[src/rtl/imem_fetch_ctrl.sv]
// Instruction-memory fetch handshake controller with PC-tagged instruction FIFO.
// Optional FETCH_TIMEOUT_EN adds a response watchdog driving fetch_err.
module imem_fetch_ctrl #(
    parameter int bits    = 32,
    parameter int DEPTH   = 2,
    parameter int TIMEOUT = 64
) (
    input  logic            clk,
    input  logic            rst,
    input  logic [bits-1:0] pc_in,
    input  logic            flush,
    output logic            proc_req,
    output logic            we,
    output logic [bits-1:0] addr,
    input  logic            mem_rdy,
    input  logic            valid,
    input  logic [bits-1:0] Rdata,
    output logic            PC_en,
    output logic            ir_valid,
    output logic [bits-1:0] ir_out,
    output logic [bits-1:0] ir_pc,
    input  logic            ir_ready,
    output logic            fetch_err
);

    localparam int AW = $clog2(DEPTH);
    localparam int CW = AW + 1;
    localparam logic [CW-1:0] FULL = CW'(DEPTH);

    typedef enum logic [1:0] {IDLE, REQ, WAIT, DROP} state_t;

    state_t          r_state;
    state_t          w_state_nxt;
    logic [bits-1:0] r_addr_q;
    logic [bits-1:0] r_mem_d [DEPTH];
    logic [bits-1:0] r_mem_a [DEPTH];
    logic [AW-1:0]   r_wptr;
    logic [AW-1:0]   r_rptr;
    logic [CW-1:0]   r_count;
    logic [CW-1:0]   w_count_nxt;
    logic            w_accept;
    logic            w_push;
    logic            w_pop;
    logic            w_load;
    logic            w_block;
    logic            w_tmo;

    assign w_accept    = (r_state == REQ) & mem_rdy;
    assign w_push      = (r_state == WAIT) & valid & ~flush;
    assign w_pop       = ir_valid & ir_ready & ~flush;
    assign w_count_nxt = r_count + CW'(w_push) - CW'(w_pop);

    assign proc_req = (r_state == REQ);
    assign we       = 1'b0;
    assign addr     = r_addr_q;
    assign PC_en    = w_accept | flush;
    assign ir_valid = (r_count != '0);
    assign ir_out   = r_mem_d[r_rptr];
    assign ir_pc    = r_mem_a[r_rptr];

`ifdef FETCH_TIMEOUT_EN
    localparam int TW = $clog2(TIMEOUT) + 1;

    logic [TW-1:0] r_tmo_cnt;
    logic          r_err;
    logic          w_waiting;

    assign w_waiting = (r_state == WAIT) | (r_state == DROP);
    assign w_tmo     = w_waiting & ~valid & ~flush
                     & (r_tmo_cnt == TW'(TIMEOUT - 1));
    assign w_block   = r_err;
    assign fetch_err = r_err | w_tmo;

    // Counter restarts whenever WAIT/DROP is (re-)entered
    always_ff @(posedge clk or negedge rst) begin
        if (!rst) begin
            r_tmo_cnt <= '0;
            r_err     <= 1'b0;
        end else begin
            r_err <= r_err | w_tmo;
            if (w_waiting && (w_state_nxt == r_state))
                r_tmo_cnt <= r_tmo_cnt + TW'(1);
            else
                r_tmo_cnt <= '0;
        end
    end
`else
    localparam int unused_timeout = TIMEOUT;

    assign w_tmo     = 1'b0;
    assign w_block   = 1'b0;
    assign fetch_err = 1'b0;
`endif

    always_comb begin
        w_state_nxt = r_state;
        w_load      = 1'b0;
        unique case (r_state)
            IDLE: begin
                if (!flush && !w_block && (r_count < FULL)) begin
                    w_state_nxt = REQ;
                    w_load      = 1'b1;
                end
            end
            REQ: begin
                if (flush)
                    w_state_nxt = w_accept ? DROP : IDLE;
                else if (w_accept)
                    w_state_nxt = WAIT;
            end
            WAIT: begin
                if (valid) begin
                    if (flush) begin
                        w_state_nxt = IDLE;
                    end else if ((w_count_nxt < FULL) && !w_block) begin
                        w_state_nxt = REQ;
                        w_load      = 1'b1;
                    end else begin
                        w_state_nxt = IDLE;
                    end
                end else if (flush) begin
                    w_state_nxt = DROP;
                end else if (w_tmo) begin
                    w_state_nxt = IDLE;
                end
            end
            DROP: begin
                if (valid || w_tmo)
                    w_state_nxt = IDLE;
            end
            default: w_state_nxt = IDLE;
        endcase
    end

    always_ff @(posedge clk or negedge rst) begin
        if (!rst) begin
            r_state  <= IDLE;
            r_addr_q <= '0;
        end else begin
            r_state <= w_state_nxt;
            if (w_load)
                r_addr_q <= pc_in;
        end
    end

    always_ff @(posedge clk or negedge rst) begin
        if (!rst) begin
            r_wptr  <= '0;
            r_rptr  <= '0;
            r_count <= '0;
            for (int i = 0; i < DEPTH; i++) begin
                r_mem_d[i] <= '0;
                r_mem_a[i] <= '0;
            end
        end else if (flush) begin
            r_wptr  <= '0;
            r_rptr  <= '0;
            r_count <= '0;
        end else begin
            if (w_push) begin
                r_mem_d[r_wptr] <= Rdata;
                r_mem_a[r_wptr] <= r_addr_q;
                r_wptr          <= r_wptr + AW'(1);
            end
            if (w_pop)
                r_rptr <= r_rptr + AW'(1);
            r_count <= w_count_nxt;
        end
    end

endmodule

[config.mk]
export PLATFORM = sky130hd
export DESIGN_NAME = imem_fetch_ctrl
export DESIGN_NICKNAME = d
export VERILOG_FILES = /design/src/rtl/imem_fetch_ctrl.sv
export SDC_FILE = /design/constraint.sdc
export NUM_CORES = 1
export LEC_CHECK = 0
export ABC_AREA = 1
export BUFFER_PORTS_ARGS = -buffer_cell sky130_fd_sc_hd__buf_4
export CAP_MARGIN = 0
export CORE_MARGIN = 5
export CORE_UTILIZATION = 45
export DETAILED_ROUTE_END_ITERATION = 12
export HOLD_SLACK_MARGIN = 0.06
export PLACE_DENSITY = 0.68
export SLEW_MARGIN = 10
export SYNTH_ARGS = -nofsm -noshare
export SYNTH_HDL_FRONTEND = slang
export SYNTH_SLANG_ARGS = --single-unit
[constraint.sdc]
create_clock -name clk -period 5.8 [get_ports clk]
set_clock_uncertainty 0.2 [all_clocks]
set_input_delay 0.29 -clock clk [delete_from_list [all_inputs] [get_ports clk]]
set_output_delay 0.29 -clock clk [all_outputs]
set_load 0.005 [all_outputs]
==> run metrics <==
CP max-delay cell dlygate4sd3_1; drt drc 0; share of post-route cells with drive strength above 1 24.6%; combinational share of power 36.7%; mux cell area share after synthesis 0%; # fillers 1518; Switch Pwr 1.67 mW; Area Overhead vs Synth 32.5%; min-delay worst type in -> reg; GP Congestion 0.773; Max clock buf depth 2; sequential share of the synthesized area 54.5%; Mean Syn Cell Area 8.61 sq um; WL/cell 13.4 um; total grt overflow 0; Pleak 5.22 nW; CTS H-tree depth 4; num rows 47; placed cells 1228; fin cells 1327; Buffers on Ports 168; Peak Freq 331 MHz; Rel. slew slack 36.4%; largest family of logic cells by synthesized area simple AND/OR/NAND/NOR gates; crit path time final 3.02 ns; max incr delay on CP 0.54 ns; cts repair resizes 0; DRT Pass-1 Iters 4; Die Span Y 140 um; Adder-Cell Fraction of Synth Area 0.328%; clock sinks 166; Post-Synth XOR/XNOR Area 0%; final net count 1166; WP data arrival 3.17 ns; r2r worst-path depth 12; Synth Cell Area 0.00762 sq mm; final core utilization 60.9%; Slew @ Worst Pin 0.955 ns; RSZ-0062 raised after global routing false; period utilization 52.0%; n_diodes 0; CTS tree built; Final Slew Violations 0; Total GRT Usage 18.7%; CP Launch Type input pin; Chip Width 140 um; vias in the first global route 6096; Worst Path Max Fanout 33; first-pass GRT wire length 30000 um; Distinct cells, synth 25; total CTS buffers 17; critical setup path kind in -> reg; Synth Register Bits 166; PwrDens 480 mW/mm^2; Flop pwr share 40.7%; largest net degree at the start of global routing 101; via/cell ratio 4.67; initial antenna violation count 0; Clock transition at path regs 0.06 ns; die area 0.0196 sq mm; Clk pwr share 22.6%; max_cap viols 0; Core Box Area 0.0166 sq mm; DRT Wirelength 17800 um; clock tree root driver cell clkbuf_16; Antenna Nets Post-Route 0; Critical Path RT 5.95 ns; Clock Latency Late Sink 0.42 ns; Final Hold Viols 0; Critical Path End Type flip-flop; status completed; simple-gate area share of the yosys netlist 17.3%; Max IR drop VDD 0.000225 V; top-level port count 171; initial core utilization 46.0%; # setup viols final 0; compound-cell area share of the yosys netlist 16.0%; sw frac 34.3%; Sum Neg Setup Slack 0 ns; Initial DRC Count 292; internal power 3.19 mW; vias after detailed routing 6203; cell chain of the critical path dlygate4sd3_1 > buf_4 > inv_4 > nand4_4 > ha_1 > inv_1 > ha_1 > inv_1 > nand3_1 > nand4_4 > nand2_4 > nand2_1 > nand2_1; Post-DP HPWL 11400 um; yosys warns 0; Synth Instances 886; Hold Path Stages 4
state kept, by name, indices dropped and copies added, names as in the netlist:
name,flops
r_count,2
r_wptr,1
r_mem_d,64
r_mem_a,64
addr,32
r_rptr,1
r_state,2
repair_timing:
| item | CTS | global route |
|---|---|---|
| endpoints found under the hold margin | 198 | 0 |
| hold buffers | 67 | 0 |
| setup buffers | 0 | 0 |
power by group through the flow:
| stage | clock [mW] | combinational (mW) | sequential [mW] |
|---|---|---|---|
| after floorplan | 0 | 1.01 | 1.93 |
| after global placement | 0 | 1.73 | 1.98 |
| after detailed placement | 0 | 1.77 | 2.00 |
| after CTS | 1.13 | 1.82 | 1.98 |
| after global routing | 1.18 | 2.03 | 2.05 |
| final | 1.10 | 1.78 | 1.98 |
cell usage after synthesis:
master    count  area (sq um)
nand2_4       1          11.3
inv_1       139           522
nor2_1        8          30.0
nand2_1     268          1010
or2_2         1          6.26
conb_1        1          3.75
o21ai_2      56           490
nand2_2       1          6.26
nand4_4       2          42.5
clkbuf_1     18          67.6
nor3_1        1          5.00
nand3_1      37           185
inv_4         1          6.26
dfrtp_1     166          4150
o21ai_0     112           561
a21oi_1       5          25.0
buf_6        20           225
nor2_4        1          11.3
clkbuf_2      1          5.00
buf_2        12          60.1
buf_4         2          15.0
ha_1          2          25.0
o21ai_1      29           145
nor2_2        1          6.26
nand3_2       1          10.0
logic make-up after synthesis:
kind of cell               count (synthesis)
and+or+nand+nor                          322
buffers and inverters                    193
DFF                                      166
other                                      1
adders and majority gates                  2
AOI/OAI and AO/OA                        202
through the flow:
| stage | worst slack, ns | power, mW | hold WS, ns | area (sq um) |
|---|---|---|---|---|
| after floorplan | 3.57 | 2.94 | -0.206 | 7630 |
| after global placement | 2.91 | 3.71 | 0.260 | 8850 |
| after detailed placement | 2.80 | 3.77 | 0.259 | 8850 |
| after CTS | 2.74 | 4.92 | 0.0852 | 10100 |
| after global routing | 2.55 | 5.26 | 0.128 | 10100 |
| final | 2.78 | 4.86 | 0.0950 | 10100 |
placed cells by master, fill, tap and decap left out, types with 3 or more instances in the layout:
cell type      synthesis  routed
o21ai_0              112     112
dfrtp_1              166     166
nand2_1              268     268
dlygate4sd3_1          0      67
o21ai_2               56      56
buf_4                  2     173
nor2_1                 8       8
clkinv_4               0       4
a21oi_1                5       5
inv_1                139     138
clkinvlp_4             0       3
clkbuf_8               0       3
clkbuf_16              0      17
o21ai_1               29      29
nand3_1               37      37
inv_6                  0       3
worst max-delay path, delay by kind of cell:
| kind | cells | cell delay, ns |
|---|---|---|
| buffers and inverters | 5 | 0.94 |
| adder cells (fa/ha/maj) | 2 | 0.47 |
| AND/OR/NAND/NOR | 6 | 1.47 |
final timing paths:
| path | slack (ns) | to | from |
|---|---|---|---|
| worst max register to register | 2.81 | addr[24] | r_count[1] |
| max in group asynchronous | 3.70 | r_mem_d[15] | rst |
| min in group asynchronous | 0.30 | r_state[0] | rst |
| worst min register to register | 0.28 | r_mem_d[51] | r_mem_d[51] |
| worst min-delay path | 0.09 | r_state[1] | valid |
| worst max-delay path | 2.78 | addr[24] | flush |
layout make-up:
type / count / area, sq um / share of cell area (%)
sequential: 166 / 4150 / 41.1
timing repair buffer: 241 / 1980 / 19.6
inverter: 140 / 529 / 5.24
tap: 220 / 275 / 2.72
clock inverter: 12 / 119 / 1.18
clock buffer: 20 / 467 / 4.62
multi-input combinational: 528 / 2580 / 25.5
layer usage:
metal,track usage (%),vias up,part of all wire (%)
li1,-,3158,-
met1,24.3,2900,43
met2,31.3,125,50
met3,3.92,20,4.6
met4,6.27,0,1.6
met5,0,-,0
Power figures use the tool's default switching activity.
